===== src/rtl/sram_1p_arbiter.sv =====
// Write-priority arbiter sharing one single-port SRAM between a read and a write requester.
// Define SRAM_ARB_INIT_EN to zero-fill the SRAM after reset before granting any request.
module sram_1p_arbiter #(
  parameter int unsigned ADDR_W       = 7,
  parameter int unsigned DATA_W       = 8,
  parameter int unsigned MASK_W       = 4,
  parameter int unsigned STARVE_LIMIT = 4
) (
  input  logic              clock,
  input  logic              reset,
  input  logic              rd_req_valid,
  output logic              rd_req_ready,
  input  logic [ADDR_W-1:0] rd_req_addr,
  output logic              rd_resp_valid,
  output logic [DATA_W-1:0] rd_resp_data,
  input  logic              wr_req_valid,
  output logic              wr_req_ready,
  input  logic [ADDR_W-1:0] wr_req_addr,
  input  logic [DATA_W-1:0] wr_req_data,
  input  logic [MASK_W-1:0] wr_req_mask,
  output logic [ADDR_W-1:0] sram_r_addr,
  input  logic [DATA_W-1:0] sram_r_data,
  output logic              sram_w_en,
  output logic [ADDR_W-1:0] sram_w_addr,
  output logic [DATA_W-1:0] sram_w_data,
  output logic [MASK_W-1:0] sram_w_mask,
  output logic              init_done
);

  localparam int unsigned CNT_W = $clog2(STARVE_LIMIT + 1);
  localparam logic [CNT_W-1:0]  STARVE_MAX = CNT_W'(STARVE_LIMIT);
  localparam logic [ADDR_W-1:0] LAST_ADDR  = '1;

  typedef enum logic [0:0] {ST_INIT, ST_RUN} state_t;

`ifdef SRAM_ARB_INIT_EN
  localparam state_t RESET_STATE = ST_INIT;
`else
  localparam state_t RESET_STATE = ST_RUN;
`endif

  state_t            r_state, w_state_nxt;
  logic [ADDR_W-1:0] r_init_ptr, w_init_ptr_nxt;
  logic [CNT_W-1:0]  r_starve_cnt, w_starve_cnt_nxt;
  logic              r_rd_resp_valid;
  logic              w_rd_grant, w_wr_grant;

  // Grant decision and SRAM port drive; nothing is granted while reset is held.
  always_comb begin
    w_state_nxt      = r_state;
    w_init_ptr_nxt   = r_init_ptr;
    w_starve_cnt_nxt = r_starve_cnt;
    w_rd_grant       = 1'b0;
    w_wr_grant       = 1'b0;
    sram_w_en        = 1'b0;
    sram_w_addr      = wr_req_addr;
    sram_w_data      = wr_req_data;
    sram_w_mask      = wr_req_mask;
    if (!reset) begin
      case (r_state)
        ST_INIT: begin
          sram_w_en      = 1'b1;
          sram_w_addr    = r_init_ptr;
          sram_w_data    = '0;
          sram_w_mask    = '1;
          w_init_ptr_nxt = r_init_ptr + ADDR_W'(1);
          if (r_init_ptr == LAST_ADDR) begin
            w_state_nxt = ST_RUN;
          end
        end
        ST_RUN: begin
          if (rd_req_valid && (r_starve_cnt == STARVE_MAX)) begin
            w_rd_grant = 1'b1;
          end else if (wr_req_valid) begin
            w_wr_grant = 1'b1;
          end else if (rd_req_valid) begin
            w_rd_grant = 1'b1;
          end
          sram_w_en = w_wr_grant;
          // Count writes that overtook a waiting read; saturate at the limit.
          if (w_rd_grant || !rd_req_valid) begin
            w_starve_cnt_nxt = '0;
          end else if (w_wr_grant && (r_starve_cnt != STARVE_MAX)) begin
            w_starve_cnt_nxt = r_starve_cnt + CNT_W'(1);
          end
        end
        default: w_state_nxt = RESET_STATE;
      endcase
    end
  end

  always_ff @(posedge clock or posedge reset) begin
    if (reset) begin
      r_state         <= RESET_STATE;
      r_init_ptr      <= '0;
      r_starve_cnt    <= '0;
      r_rd_resp_valid <= 1'b0;
    end else begin
      r_state         <= w_state_nxt;
      r_init_ptr      <= w_init_ptr_nxt;
      r_starve_cnt    <= w_starve_cnt_nxt;
      r_rd_resp_valid <= w_rd_grant;
    end
  end

`ifdef SRAM_ARB_INIT_EN
  logic r_init_done;

  always_ff @(posedge clock or posedge reset) begin
    if (reset) begin
      r_init_done <= 1'b0;
    end else if ((r_state == ST_INIT) && (w_state_nxt == ST_RUN)) begin
      r_init_done <= 1'b1;
    end
  end

  assign init_done = r_init_done;
`else
  assign init_done = 1'b1;
`endif

  assign rd_req_ready  = w_rd_grant;
  assign wr_req_ready  = w_wr_grant;
  assign sram_r_addr   = rd_req_addr;
  assign rd_resp_valid = r_rd_resp_valid;
  // SRAM read data already arrives one cycle after the address, aligned with the valid pulse.
  assign rd_resp_data  = sram_r_data;

endmodule


===== config.mk =====
export PLATFORM = sky130hd
export DESIGN_NAME = sram_1p_arbiter
export DESIGN_NICKNAME = d
export VERILOG_FILES = /design/src/rtl/sram_1p_arbiter.sv
export SDC_FILE = /design/constraint.sdc
export NUM_CORES = 1
export LEC_CHECK = 0
export ABC_CLOCK_PERIOD_IN_PS = 1350
export BUFFER_PORTS_ARGS = -buffer_cell sky130_fd_sc_hd__buf_2
export CAP_MARGIN = 20
export CELL_PAD_IN_SITES_DETAIL_PLACEMENT = 0
export CELL_PAD_IN_SITES_GLOBAL_PLACEMENT = 1
export CORE_ASPECT_RATIO = 0.6
export CORE_MARGIN = 2
export CORE_UTILIZATION = 22
export DETAILED_ROUTE_END_ITERATION = 16
export GPL_ROUTABILITY_DRIVEN = 0
export PLACE_DENSITY_LB_ADDON = 0.1
export SYNTH_ARGS = -nofsm -noshare
export SYNTH_HDL_FRONTEND = slang
export SYNTH_SLANG_ARGS = --single-unit
export TNS_END_PERCENT = 5

===== constraint.sdc =====
create_clock -name clock -period 1.35 [get_ports clock]
set_clock_uncertainty 0.15 [all_clocks]
set_input_delay 0.135 -clock clock [delete_from_list [all_inputs] [get_ports clock]]
set_output_delay 0.135 -clock clock [all_outputs]
set_load 0.005 [all_outputs]

# --- After elaboration in Yosys (flattened, before gate mapping) ---
# Index checks and enable logic that the tools add are counted.
word_totals:
  regBits: 12
  latch_bits: 0
  mem_bits_rw: 0
  mem_bits_ro: 0
  input_bits: 38
  output_inout_bits: 39
  word_cells: 43
  n_memories: 0
classes:
  addsub: 2
  mul: 0
  div_mod_pow: 0
  n_lt_le_gt_ge: 0
  eq_ne: 3
  n_shift: 0
  n_mux: 25
  bitwise_logic: 2
  n_reduce_logical: 7
ops:
  columns: ["op", "count"]
  rows:
  - ["$mux 1", 16]
  - ["$mux 8", 2]
  - ["$mux 7", 2]
  - ["$mux 4", 2]
  - ["$add 7x1->7 const B", 1]
  - ["$eq 7x7->1 const B", 1]
  - ["$mux 3", 2]
  - ["$add 3x1->3 const B", 1]
  - ["$eq 3x3->1 const B", 1]
  - ["$ne 3x3->1 const B", 1]
  - ["$reduce_and 3->1", 1]
  - ["$logic_and 1x1->1", 2]
  - ["$not 1->1", 2]
  - ["$pmux 1 s2", 1]
  - ["$reduce_and 2->1", 1]
  - ["$reduce_bool 2->1", 1]
  - ["$logic_not 1->1", 1]
  - ["$logic_or 1x1->1", 1]

# --- Longest topological paths before layout ---
logic_depth:
  word_depth: 8
  mapped_depth: 5
  mapped_depth_nobuf: 5

# --- Worst setup path after synthesis ---
# OpenSTA, ideal clock, no wires.
synth_path:
  kind: "register to output"
  startpoint: "register r_state"
  endpoint: "output sram_w_addr[2]"
  arrival_ns: 1.124
  required_ns: 1.065
  slack_ns: -0.059
  path_stages_with_launch: 4
  n_path_buf: 1
  path_cell_list: "dfstp_2 -> nor2_2 -> buf_2 -> mux2_2"
synth_via:
  elab_chain_cells: 2
synth_lines:
  columns: ["item", "line", "source"]
  rows:
  - ["from (decl)", "42", "state_t r_state, w_state_nxt;"]
  - ["from (signal assigned)", "99", "r_state <= w_state_nxt;"]
  - ["$mux 7", "60", "case (r_state)"]
  - ["$mux 7", "59", "if (!reset) begin"]
  - ["to (decl)", "24", "output logic [ADDR_W-1:0] sram_w_addr,"]
# No other way between the ends.

# --- Worst setup path in the final report ---
layout_path:
  startpoint: "register r_state"
  endpoint: "output sram_w_data[5]"
layout_via:
  elab_chain_cells: 2
layout_lines:
  columns: ["item", "line", "source"]
  rows:
  - ["$mux 8", "60", null]
  - ["$mux 8", "59", null]
  - ["to (decl)", "25", "output logic [DATA_W-1:0] sram_w_data,"]
# No other way between the ends.

==> results.cfg <==
[floorplanning]
dieArea_sq_um = 4460
die_h_microns = 52.5
core-area_sq_um = 3720
ioPinCount = 77
start_util_pct = 23.2
fp.dieW_microns = 84.9
num_rows = 17

[worst_setup_path]
startpoint_type = register
crit_end = sram_w_data[5]
timing.rr.start = r_state
cp_max_fo = 7
critPathMaxStageDelay_ns = 0.62
cp_top_family = flip-flops
critPathSlowestCell = dfstp_2
reg2regPathDepth = 4
critPathArrivalTime_ns = 1.38
endpoint_kind = primary output
cp_num_cells = 4
r2r-end = r_starve_cnt[2]
rrSetupSlack_ns = -0.16
path_cells = nor2_4 -> buf_4 -> nor2b_1 -> buf_2
startpoint = r_state
critPathRequiredTime_ns = 1.07
critPathBufInv = 2
path_class = register to primary output

[clocking]
cts_buffer_depth = 2
clock-sinks = 12
cts_tree = built
cts_buffers = 3
clkLatencyLatePin_ns = 0.24
clock-root-buffer = clkbuf_8
clkTransAtPathRegs_ns = 0.05
htree_levels = 1

[sta]
period_needed_ns = 1.66
fin_tns_setup_ns = -6.19
drv_slew = 0
fmax_mhz = 602
fin_crit_sh_pct = 123
hold_violations = 0
rsz0062_at_grt = yes
setup_ws_ns = -0.311
setup-violations-final = 27

[run]
drv_cap = 0

[yosys]
synth_enable_flop_cells = 0
synth_nets = 136
yosysSeqAreaShare_pct = 34.9
syn_area_sq_um = 863
ys.flop_type = dfrtp_1
synth_top_area_cell = dfrtp_1
synth-seq-cells = 12
synth_common_cells = buf_4, dfrtp_1, nor2b_1
ys_async_sr_fraction_pct = 100
ys_warn_count = 0
syn_inst = 95
synthTopCellsByArea = dfrtp_1, buf_4, mux2_2, nor2b_1, ha_1
yosys.cell_types.count = 26
yosysTopAreaCellShare_pct = 31.9
synth.avg_cell_area_sq_um = 9.09
synth_most_common_cell = buf_4

[placed_design]
place_area_sq_um = 1100
place_hpwl_mm = 1.63
dp_cells = 179
io_buffers = 45

[run_status]
violations = setup timing
status = complete, but fails checks

[route]
wire_per_inst_microns = 11.3
drtIter0Drc = 15
antenna_left = 0
wl_mm = 2.10
vias = 787
drc = 0
routed_via_density = 4.23
dr.pass1.iters = 4

[pwr]
pwr-share-seq_pct = 40.4
combPwrFrac_pct = 17.6
power_uw = 920
p_int_uw = 715
sw_frac_of_total_pct = 22.3
p_leak_uw = 0.000642
p_sw_uw = 205
ir_worst_vdd_mv = 0.296
clockPowerShare_pct = 42.0
cellPowerDensity_nw_per_um2 = 748

[grt]
grt_pass1_wl_mm = 3.18
grt_overflow = 0
grt_pass1_vias = 663
antenna_found_initial = 0
grt_max_degree = 13
track_usage_pct = 9.50

[finish]
final-seq-area_sq_um = 302
drive_gt1_share_pct = 60.4
final_util_pct = 33.0
multi_input_area_sq_um = 462
synthToLayoutAreaGrowth_pct = 42.3
final_cells = 186
n_antenna_cell = 0
num-fill-cells = 397
fin_nets = 181
finish.instance_area_sq_um = 1230

[worst_hold_path]
hold_path_class = input pin to register
-- per-stage QoR --
stage	hold slack, ns	worst slack, ns
2_1_floorplan	-0.151	-0.0198
3_3_place_gp	0.0973	-0.106
3_5_place_dp	0.0912	-0.116
4_1_cts	0.0253	-0.319
5_1_grt	0.0565	-0.382
6_report	0.0470	-0.311
-- kinds of logic (layout without fill, tap and decap cells) --
family / after synthesis / count (layout) / synth area share, %
adders and majority gates: 3 / 3 / 4.35
muxes: 7 / 7 / 9.13
and+or+nand+nor: 34 / 35 / 22.0
buffers and inverters: 24 / 67 / 17.7
xor gates and xnor gates: 6 / 6 / 6.09
other: 1 / 1 / 0.434
AOI/OAI and AO/OA: 8 / 8 / 5.36
DFF: 12 / 12 / 34.9
-- registers in the layout (all words and copies together), names as in the netlist --
register / count
rd_resp_valid: 1
r_init_ptr: 7
r_starve_cnt: 3
r_state: 1
-- worst min-delay path by stage --
stage	from	to	slack (ns)	depth (start not counted)
floorplan	reset	r_init_ptr[0]	-0.15	1
global placement	reset	r_starve_cnt[2]	0.1	2
detailed placement	reset	r_starve_cnt[2]	0.09	2
CTS	rd_req_valid	rd_resp_valid	0.03	3
global route	rd_req_valid	rd_resp_valid	0.06	3
finish	rd_req_valid	rd_resp_valid	0.05	3
-- cell type report --
type,instances,share of cell area (%)
timing repair buffer,57,26.8
clock buffer,4,4.48
inverter,6,1.83
sequential,12,24.5
multi-input combinational,60,37.6
tap,47,4.79
-- what timing repair did --
item | CTS | global route
gates resized for setup | 8 | 11
setup endpoints to repair | 26 | 31
hold buffers | 1 | 0
pin swaps | 3 | 3
cloned | 1 | 0
buffers inserted | 2 | 0
hold endpoints to repair | 11 | 0
-- metal layers --
metal / track usage (%) / routed length, microns / vias up
met3: 4.41 / 177 / 12
met5: 0 / 0 / -
met4: 3.70 / 25 / 0
li1: - / - / 389
met1: 13.8 / 1030 / 356
met2: 11.7 / 869 / 30
-- power groups by stage --
stage          logic [uW]  clock network [uW]  registers, uW
2_1_floorplan        96.4                   0            378
3_3_place_gp          146                   0            377
3_5_place_dp          145                   0            377
4_1_cts               154                 401            371
5_1_grt               180                 425            372
6_report              161                 387            372
-- cell usage in the layout (no fill, tap or decap), types with 2 or more instances in the layout --
cell type / netlist / final
buf_2: 1 / 45
dfrtp_1: 11 / 11
nor2b_1: 9 / 8
buf_4: 16 / 8
mux2_2: 7 / 7
nand4_1: 6 / 6
inv_1: 6 / 5
nand2_1: 6 / 5
or2_2: 4 / 4
clkbuf_8: 0 / 4
xor2_1: 3 / 3
xnor2_1: 3 / 3
buf_6: 0 / 3
o21ai_1: 0 / 2
nor2_1: 4 / 2
nor2_4: 0 / 2
nor2_2: 1 / 2
ha_1: 3 / 2
-- worst reg2reg max path: stages (launching register included) --
cell      delay, ns
dfstp_2        0.62
buf_6          0.13
nand2b_4       0.05
or4_4          0.41
o21ai_2        0.07
No activity file was read; power rests on OpenSTA's default activity.
